==> src/rtl/fmax_reduce_if.sv <==
// Stream bundle for fmax_reduce: sample input handshake plus window-result output handshake.
interface fmax_reduce_if #(
  parameter int WE     = 8,
  parameter int WF     = 23,
  parameter int WINDOW = 4
);
  localparam int W  = WE + WF + 3;
  localparam int IW = $clog2(WINDOW);

  logic [W-1:0]  in_data;
  logic          in_valid;
  logic          in_ready;
  logic [W-1:0]  out_data;
  logic [IW-1:0] out_idx;
  logic          out_unordered;
  logic          out_valid;
  logic          out_ready;

  modport master (
    output in_data, in_valid, out_ready,
    input  in_ready, out_data, out_idx, out_unordered, out_valid
  );

  modport slave (
    input  in_data, in_valid, out_ready,
    output in_ready, out_data, out_idx, out_unordered, out_valid
  );
endinterface

==> src/rtl/fmax_reduce.sv <==
// Streaming FloPoCo maximum over fixed windows of WINDOW samples, one sample per cycle.
// Define FMAX_REDUCE_NAN_PROPAGATE_EN to make the first NaN of a window win; otherwise NaNs are skipped.
module fmax_reduce #(
  parameter int WE     = 8,
  parameter int WF     = 23,
  parameter int WINDOW = 4
) (
  input  logic         clk,
  input  logic         rst,
  fmax_reduce_if.slave bus
);
  localparam int W  = WE + WF + 3;
  localparam int IW = $clog2(WINDOW);
  localparam logic [IW-1:0] LAST = IW'(WINDOW - 1);

  typedef enum logic [0:0] {ACCUM = 1'b0, EMIT = 1'b1} state_t;

  state_t        state_r, state_s;
  logic [IW-1:0] cnt_r, cnt_s, idx_r, idx_s, out_idx_r;
  logic [W-1:0]  acc_r, acc_s, out_data_r;
  logic          unord_r, unord_s, out_unord_r;
  logic          in_ready_s, accept_s, first_s, last_s, take_s, in_nan_s, acc_nan_s;

  function automatic logic is_nan(input logic [W-1:0] v);
    return v[W-1:W-2] == 2'b11;
  endfunction

  // Order class: -inf < negative normal < zero (either sign) < positive normal < +inf
  function automatic logic [2:0] fp_class(input logic [W-1:0] v);
    case (v[W-1:W-2])
      2'b00:   return 3'd2;
      2'b01:   return v[W-3] ? 3'd1 : 3'd3;
      2'b10:   return v[W-3] ? 3'd0 : 3'd4;
      default: return 3'd2;
    endcase
  endfunction

  function automatic logic fp_lt(input logic [W-1:0] a, input logic [W-1:0] b);
    logic [2:0] ca, cb;
    ca = fp_class(a);
    cb = fp_class(b);
    if (ca != cb) begin
      return ca < cb;
    end else if (ca == 3'd3) begin
      return a[W-4:0] < b[W-4:0];
    end else if (ca == 3'd1) begin
      return a[W-4:0] > b[W-4:0];
    end else begin
      return 1'b0;
    end
  endfunction

  assign in_ready_s = (state_r == EMIT) ? bus.out_ready : 1'b1;
  assign accept_s   = bus.in_valid && in_ready_s;
  assign first_s    = (cnt_r == {IW{1'b0}});
  assign last_s     = (cnt_r == LAST);
  assign in_nan_s   = is_nan(bus.in_data);
  assign acc_nan_s  = is_nan(acc_r);

`ifdef FMAX_REDUCE_NAN_PROPAGATE_EN
  assign take_s = first_s || (!acc_nan_s && (in_nan_s || fp_lt(acc_r, bus.in_data)));
`else
  assign take_s = first_s || (!in_nan_s && (acc_nan_s || fp_lt(acc_r, bus.in_data)));
`endif

  assign bus.in_ready      = in_ready_s;
  assign bus.out_valid     = (state_r == EMIT);
  assign bus.out_data      = out_data_r;
  assign bus.out_idx       = out_idx_r;
  assign bus.out_unordered = out_unord_r;

  // Next accumulator, winning index, sticky NaN flag and sample counter
  always_comb begin
    acc_s   = acc_r;
    idx_s   = idx_r;
    unord_s = unord_r;
    cnt_s   = cnt_r;
    if (accept_s) begin
      if (take_s) begin
        acc_s = bus.in_data;
        idx_s = cnt_r;
      end else begin
        acc_s = acc_r;
        idx_s = idx_r;
      end
      unord_s = first_s ? in_nan_s : (unord_r | in_nan_s);
      cnt_s   = last_s ? {IW{1'b0}} : (cnt_r + IW'(1));
    end else begin
      acc_s   = acc_r;
      idx_s   = idx_r;
      unord_s = unord_r;
      cnt_s   = cnt_r;
    end
  end

  // Next-state logic; EMIT leaves as soon as the consumer takes the result
  always_comb begin
    state_s = state_r;
    case (state_r)
      ACCUM: begin
        if (accept_s && last_s) begin
          state_s = EMIT;
        end else begin
          state_s = ACCUM;
        end
      end
      EMIT: begin
        if (bus.out_ready) begin
          state_s = ACCUM;
        end else begin
          state_s = EMIT;
        end
      end
      default: state_s = ACCUM;
    endcase
  end

  // State register
  always_ff @(posedge clk or posedge rst) begin
    if (rst) begin
      state_r <= ACCUM;
    end else begin
      state_r <= state_s;
    end
  end

  // Window datapath registers
  always_ff @(posedge clk or posedge rst) begin
    if (rst) begin
      acc_r   <= {W{1'b0}};
      idx_r   <= {IW{1'b0}};
      unord_r <= 1'b0;
      cnt_r   <= {IW{1'b0}};
    end else begin
      acc_r   <= acc_s;
      idx_r   <= idx_s;
      unord_r <= unord_s;
      cnt_r   <= cnt_s;
    end
  end

  // Result registers capture the final window value and then hold through any stall
  always_ff @(posedge clk or posedge rst) begin
    if (rst) begin
      out_data_r  <= {W{1'b0}};
      out_idx_r   <= {IW{1'b0}};
      out_unord_r <= 1'b0;
    end else if (accept_s && last_s) begin
      out_data_r  <= acc_s;
      out_idx_r   <= idx_s;
      out_unord_r <= unord_s;
    end else begin
      out_data_r  <= out_data_r;
      out_idx_r   <= out_idx_r;
      out_unord_r <= out_unord_r;
    end
  end
endmodule
==> src/flat_wrapper.sv <==
// flat-port wrapper written by rule: the top's interface ports become plain ports
module fmax_reduce_flat 
#(
  parameter int WE     = 8,
  parameter int WF     = 23,
  parameter int WINDOW = 4
)
  (clk, rst, bus_in_data, bus_in_valid, bus_out_ready, bus_in_ready, bus_out_data, bus_out_idx, bus_out_unordered, bus_out_valid);
  fmax_reduce_if #(.WE(WE), .WF(WF), .WINDOW(WINDOW)) bus_i ();
  input  logic clk;
  input  logic rst;
  input wire logic [$bits(bus_i.in_data)-1:0] bus_in_data;
  input wire logic [$bits(bus_i.in_valid)-1:0] bus_in_valid;
  input wire logic [$bits(bus_i.out_ready)-1:0] bus_out_ready;
  output wire logic [$bits(bus_i.in_ready)-1:0] bus_in_ready;
  output wire logic [$bits(bus_i.out_data)-1:0] bus_out_data;
  output wire logic [$bits(bus_i.out_idx)-1:0] bus_out_idx;
  output wire logic [$bits(bus_i.out_unordered)-1:0] bus_out_unordered;
  output wire logic [$bits(bus_i.out_valid)-1:0] bus_out_valid;
  assign bus_i.in_data = bus_in_data;
  assign bus_i.in_valid = bus_in_valid;
  assign bus_i.out_ready = bus_out_ready;
  assign bus_in_ready = bus_i.in_ready;
  assign bus_out_data = bus_i.out_data;
  assign bus_out_idx = bus_i.out_idx;
  assign bus_out_unordered = bus_i.out_unordered;
  assign bus_out_valid = bus_i.out_valid;
  fmax_reduce #(.WE(WE), .WF(WF), .WINDOW(WINDOW)) u_core (.clk(clk), .rst(rst), .bus(bus_i));
endmodule
==> config.mk <==
export PLATFORM = sky130hd
export DESIGN_NAME = fmax_reduce_flat
export DESIGN_NICKNAME = d
export VERILOG_FILES = /design/src/rtl/fmax_reduce_if.sv /design/src/rtl/fmax_reduce.sv /design/src/flat_wrapper.sv
export SDC_FILE = /design/constraint.sdc
export NUM_CORES = 1
export LEC_CHECK = 0
export ABC_AREA = 1
export CAP_MARGIN = 30
export CORE_ASPECT_RATIO = 0.8
export CORE_MARGIN = 5
export CORE_UTILIZATION = 45
export CTS_BUF_LIST = sky130_fd_sc_hd__clkbuf_16
export CTS_CLUSTER_SIZE = 10
export DETAILED_ROUTE_END_ITERATION = 16
export GPL_TIMING_DRIVEN = 0
export PLACE_DENSITY = 0.65
export SETUP_SLACK_MARGIN = 0.1
export SLEW_MARGIN = 10
export SYNTH_ARGS = -nofsm -noshare
export SYNTH_HDL_FRONTEND = slang
export SYNTH_SLANG_ARGS = --single-unit
==> constraint.sdc <==
create_clock -name clk -period 2.6 [get_ports clk]
set_input_delay 0.39 -clock clk [delete_from_list [all_inputs] [get_ports clk]]
set_output_delay 0.39 -clock clk [all_outputs]
set_load 0.05 [all_outputs]
==> results.txt, run 1 <==
* Result of the run: completed
* Starting DRC count in detailed routing: 227
- P_leak: 3.48 nW
- Min Hold Slack: 0.361 ns
* RR Startpoint: u_core.acc_r[22]
* Num Clock Sinks: 77
- The floorplan step set the die height to 101 um.
- The first detailed-routing pass ran for 4 iterations.
* Area of combinational cells with multiple inputs: 2650 um2
* CTS max path bufs: 2
- In the final layout, the share of cells above drive strength 1 is 0.276.
- Die ar.: 12400 um2
* Fmax: 0.413 GHz
* Endpoints failing setup: 0
* Post-synthesis sequential area ratio: 0.418
* Boundary pin count: 77
- H-tree level count: 3
- The count of nets left with antenna violations once routing finished came out at 0.
* Clock tree root buffer cell: clkbuf_16
* CTS tree: yes
- Final Hold Viols: 0
- The HPWL after detailed placement is 7570 um.
- Overall routed net length: 12000 um
- Setup repair after global routing missed its margin: false
- In this run the worst hold path is classified as primary input to asynchronous set/reset pin.
- Number of synthesis warnings: 0
* Crit share post-route: 0.930
- Average routed wire per standard cell: 14.8 um
- Clock-pin transition on the worst setup and hold timing paths: 0.06 ns
- Number of slew-limit violations in the final report: 0
- In this run the critical register-to-register path is captured at u_core.idx_r[0].
* Min cycle time layout: 2.42 ns
* Top area cells in the synthesized netlist: dfrtp_1, nand2_1, ha_1
* CP Data Required Time: 2.83 ns
- The congestion estimate from routability-driven global placement came to 0.816.
* Rows: 33
* Worst EP arrival: 2.65 ns
- IR analysis of the VDD net gives a maximum drop of 665 uV.
- At the pin with the least slew margin, the transition time is 0.578 ns.
- From synthesis to final layout, the design area changed by 42.6%.
- The tool flagged a number of max-cap violations equal to 0.
* Final global-route overflow total: 0
* Library cell occupying the most area in the post-synthesis netlist: dfrtp_1
- Number of synthesized register bits: 77
- The completed layout was analyzed and its total power is 8.76 mW.
- For this design, the slowest cell found on the critical path is clkdlybuf4s50_1.
- Setup slack, reg-to-reg: 0.23 ns
- The number of nets handed over by synthesis was 626.
- The number of cells on the worst reg-to-reg path is 15.
* Total GRT Usage: 0.191
* Headroom to the max-slew limit: 0.614
- Area of the core: 10100 um2
* Final Skew: 0.00346 ns
* Syn_area_per_cell: 8.35 um2
- The finished cells cover 6580 um2.
- Ant. Diodes: 0
- Summing over every cut layer, the via total after detailed routing is 3867.
- Registers take 1930 um2.
- The filler cells instantiated in the layout total 854.
- The critical path in this run is classified as primary input to register.
- Once placement finished, the instance area stood at 5580 um2.
* Endpoint kind of the worst setup timing path: register
- Clock insertion delay at the later pin of the skew report: 0.33 ns
* Core utilization of the finished layout: 0.650
- Yosys mapped the design onto 26 distinct sky130hd cell types.
- Biggest cell delay along the critical path: 0.47 ns
- Horizontal die dimension: 123 um
* Total standard cell area after synthesis: 4610 um2
- Biggest fanout along the worst timing path: 8
* Number of nets in the layout: 739
- The initial utilization of the core area, before any placement, comes to 0.456.
- Number of global-route vias before repair: 4007
* Power Dens Cells: 1330 nW/um2
- In the routed layout, each cell is associated on average with a via count of 4.77.
- Pin count of the biggest net entering global routing: 59
* Top cell type's share of synthesized area: 0.418
* CTS Hold Bufs: 0
- Global-route wire length before repair: 18800 um
* Post-synthesis instance total: 552
- Element type at the critical path start: primary input
- List of cells traversed by the critical path: clkdlybuf4s50_1, inv_2, ha_4, nand2_1, inv_2, nand4_1, nor2_4, nand2_2, nand3_1, nand3_2, nand2_4, nand2_8, nand2_8, buf_6, buf_4, nand2_2, and2_4
- After detailed routing, the number of remaining DRC violations is 0.
* CTS buffer count: 9
- Buffers placed on the I/O ports in this run total 76.
- The number of antenna violations at the first check in global routing is 0.
==> cell usage after synthesis <==
library cell / number
a21o_1: 2
a21oi_1: 12
a32o_1: 1
and2_1: 30
and2_4: 6
buf_12: 3
buf_2: 5
buf_4: 3
clkbuf_1: 7
dfrtp_1: 77
ha_1: 36
inv_1: 92
inv_2: 4
nand2_1: 138
nand2_2: 1
nand2_4: 31
nand2_8: 1
nand3_1: 81
nand3_2: 1
nand4_1: 1
nor2_1: 7
nor2_2: 4
nor3_1: 2
o21ai_0: 5
o21bai_1: 1
o22ai_1: 1
==> worst max-delay path by stage <==
stage	slack, ns	end	from
after floorplan	0.16	u_core.acc_r[12]	u_core.bus.out_valid
after global placement	-1.17	u_core.bus.out_idx[0]	rst
after detailed placement	-0.32	u_core.acc_r[10]	bus_in_data[22]
after CTS	0.10	u_core.bus.out_idx[0]	bus_in_data[11]
after global routing	0.06	u_core.idx_r[0]	u_core.acc_r[33]
final	0.18	u_core.idx_r[0]	bus_in_data[18]
==> through the flow <==
stage / setup WS, ns / instances / TNS [ns]
floorplan: 0.164 / 552 / 0
global placement: -1.17 / 768 / -107.81
detailed placement: -0.319 / 769 / -19.25
CTS: 0.100 / 797 / 0
global route: 0.0607 / 810 / 0
finish: 0.181 / 810 / 0
==> cells in the final DEF (no fill, tap or decap), types with 3 or more instances in the layout <==
master           netlist  routed
nand2_1              138     120
nand3_1               81      78
dfrtp_1               77      77
inv_1                 92      65
clkdlybuf4s50_1        0      57
inv_2                  4      35
nand2_4               31      34
and2_1                30      29
ha_4                   0      24
buf_4                  3      22
dlymetal6s2s_1         0      16
nand2_2                1      15
ha_1                  36      11
clkbuf_16              0      11
a21oi_1               12       8
clkbuf_1               7       7
and2_4                 6       7
buf_2                  5       5
a21oi_2                0       4
nor2_4                 0       4
nor2_2                 4       4
o21ai_0                5       4
nor2_1                 7       3
nand3_2                1       3
buf_12                 3       3
buf_6                  0       3
dlygate4sd2_1          0       3
==> routing by layer <==
layer  global-route usage  vias to the layer above  routed length (um)
met5                    0                        -                   0
met4               0.0485                        0                 144
met3               0.0393                       13                 424
met2                0.320                       75                5930
met1                0.255                     1844                5460
li1                     -                     1935                   -
==> worst max-delay path, delay by kind of cell <==
kind,cells,cell delay (ns)
adder cells (fa/ha/maj),1,0.26
AND/OR/NAND/NOR,11,1.18
buffers and inverters,5,0.80
==> sequential cells by signal, summed over array words and instances, names as in the netlist <==
register	flops
u_core.acc_r	34
u_core.bus.out_data	34
u_core.bus.out_idx	2
u_core.bus.out_unordered	1
u_core.bus.out_valid	1
u_core.cnt_r	2
u_core.idx_r	2
u_core.unord_r	1
==> where the power goes <==
group / switching [mW] / internal [mW] / total, mW
Sequential: 0.413 / 1.80 / 2.22
Clock: 0.479 / 0.625 / 1.10
Combinational: 3.20 / 2.24 / 5.44
==> logic make-up after synthesis <==
| family | share of synthesized area |
|---|---|
| flops | 0.418 |
| buf+inv | 0.107 |
| compound gates | 0.0269 |
| simple gates | 0.351 |
| fa+ha+maj | 0.0977 |
==> timing repair <==
item / in CTS / in global routing
pin swaps: 25 / 38
resized for setup: 39 / 83
endpoints found under the hold margin: 0 / 0
gates cloned: 1 / 2
setup buffers: 11 / 11
endpoints found under the setup margin: 62 / 72
==> area by class of cell <==
cell class,count,share of cell area
plain buffers,18,0.0215
clock buffers,9,0.0342
clock inverters,7,0.00437
inverters,96,0.0552
multi-input cells,361,0.402
flip-flops and latches,77,0.293
well taps,140,0.0266
repair buffers,102,0.163
(Power assumes the default switching activity.)
==> run 2: changes to the inputs <==
- CTS_CLUSTER_SIZE: 10 -> default
==> results of run 2 <==
No change in the layout: final DEF, timing and power equal those of run 1.
==> patch, RTL diff (flow settings as in run 2) <==
`WE` is set to 8 in 3 places; all go to 4.
--- a/src/rtl/fmax_reduce_if.sv
+++ b/src/rtl/fmax_reduce_if.sv
@@ -1,6 +1,6 @@
 // Stream bundle for fmax_reduce: sample input handshake plus window-result output handshake.
 interface fmax_reduce_if #(
-  parameter int WE     = 8,
+  parameter int WE     = 4,
   parameter int WF     = 23,
   parameter int WINDOW = 4
 );
--- a/src/rtl/fmax_reduce.sv
+++ b/src/rtl/fmax_reduce.sv
@@ -1,7 +1,7 @@
 // Streaming FloPoCo maximum over fixed windows of WINDOW samples, one sample per cycle.
 // Define FMAX_REDUCE_NAN_PROPAGATE_EN to make the first NaN of a window win; otherwise NaNs are skipped.
 module fmax_reduce #(
-  parameter int WE     = 8,
+  parameter int WE     = 4,
   parameter int WF     = 23,
   parameter int WINDOW = 4
 ) (
--- a/src/flat_wrapper.sv
+++ b/src/flat_wrapper.sv
@@ -1,7 +1,7 @@
 // flat-port wrapper written by rule: the top's interface ports become plain ports
 module fmax_reduce_flat 
 #(
-  parameter int WE     = 8,
+  parameter int WE     = 4,
   parameter int WF     = 23,
   parameter int WINDOW = 4
 )
Interface: changed (resized bus_in_data and bus_out_data); port bits go from 77 to 69. No check against the original RTL was run, so the function may have changed too.
==> patch against run 2 <==
Utilization up 0.71 points; cell area decreased by 16%; worst setup slack worse by 0.0027 ns; fmax fell by 0.11%; count of clock-buffer cells in the layout unchanged; sequential cell count down 8; synthesized area decreased by 16%; wire length is 17% lower; power fell by 12%; synthesized cell count fell by 12%.
==> patch: results <==
[outcome]
status = "finished, final reports clean"

[drt]
drt-total-wl_um = 9950
drt_iter0_markers = 111
via_per_inst = 4.91
dr.pass1.iters = 4
vias = 3389

[finish]
layout-drive-gt1-share_pct = 17.3
nets = 639
fillers = 698

[clock_tree]
cts_inserted_buffers = 9
cts_buffer_depth = 2
cts.reportedPaths.clkPinSlew_ns = 0.06
cts_root_buf = "clkbuf_16"
h-tree-depth = 3

[timing]
relSlewSlack_pct = 61.0
fin_skew_ns = 0.0117

[worst_hold_path]
hold_class = "primary input to asynchronous set/reset pin"

[global_routing]
grt_max_degree = 57
grt_pass1_wl_um = 15300
grtUsageMet1_pct = 23.7
globalRouteMet2Util_pct = 29.5
grtUsageMet3_pct = 5.16
grt_util_all_layers_pct = 18.0

[pwr]
total_power_mw = 7.66
power_leakage_nw = 2.83
ir_drop_uv = 743

[synth]
yosysSeqAreaShare_pct = 44.8
synth.net_count = 554
synth.area.top_cells = "dfrtp_1, nand2_1, ha_1"
avgSynthCellArea_um2 = 7.90
ys_types = 22
synthTopCellsByCount = "nand2_1, inv_1, nand3_1"
async_flop_share_pct = 100

[critical_path]
crit_end = "u_core.bus.out_data[11]$_DFFE_PP0P_"
rr_startpoint = "u_core.acc_r[29]$_DFF_PP0_"
slowest_stage = "clkdlybuf4s50_1"
cp_top_family = "simple AND/OR/NAND/NOR gates"
worstPathArrival_ns = 2.63
rr_worst_depth = 17
critPathLaunch = "bus_in_data[10]"

[placement]
post-place-cells = 669
routabilityCongestion = 0.797
place_hpwl_um = 6530
io_buffers = 68
[patch: routing by layer]
layer	part of all wire (%)	vias up	wire length (um)
li1	-	1692	-
met1	46	1610	4540
met2	49	77	4870
met3	4.4	10	440
met4	0.90	0	90
met5	0	-	0
[patch: stage by stage]
| stage | hold WS, ns | utilization, % | instance area [um^2] | worst slack, ns | TNS (ns) |
|---|---|---|---|---|---|
| detailed placement | 0.464 | 56.0 | 4700 | -0.247 | -13.16 |
| floorplan | 0.467 | - | 3850 | 0.350 | 0 |
| global route | 0.346 | 65.7 | 5530 | 0.0458 | 0 |
| global placement | 0.462 | 55.6 | 4670 | -0.854 | -68.41 |
| finish | 0.339 | 65.7 | 5530 | 0.178 | 0 |
| CTS | 0.343 | 60.0 | 5050 | 0.127 | 0 |
[patch: cell families after synthesis]
group / Yosys count / share of synthesized area, %
simple gates: 268 / 31.2
compound gates: 22 / 3.28
buf+inv: 97 / 10.4
flops: 69 / 44.8
fa+ha+maj: 32 / 10.4
[patch: cell type report]
type                       count  share of cell area [%]
multi-input combinational    322                    37.5
timing repair buffer          74                    14.9
tap                          112                    2.54
clock inverter                 7                    2.06
clock buffer                   9                    4.07
sequential                    69                    31.2
buffer                        15                    2.06
inverter                      82                    5.61
[patch: where the power goes]
| group | total [mW] | leakage (nW) | switching (mW) | internal (mW) |
|---|---|---|---|---|
| Combinational | 4.30 | 1.86 | 2.61 | 1.69 |
| Clock | 1.40 | 0.169 | 0.466 | 0.933 |
| Sequential | 1.97 | 0.803 | 0.350 | 1.62 |
| Total | 7.66 | 2.83 | 3.43 | 4.24 |
[patch: repair_timing]
action                     in CTS  in global routing
cloned                          0                  3
pin swaps                       0                 42
gates resized for setup         1                 90
setup endpoints to repair       4                 63
buffers inserted                0                  2
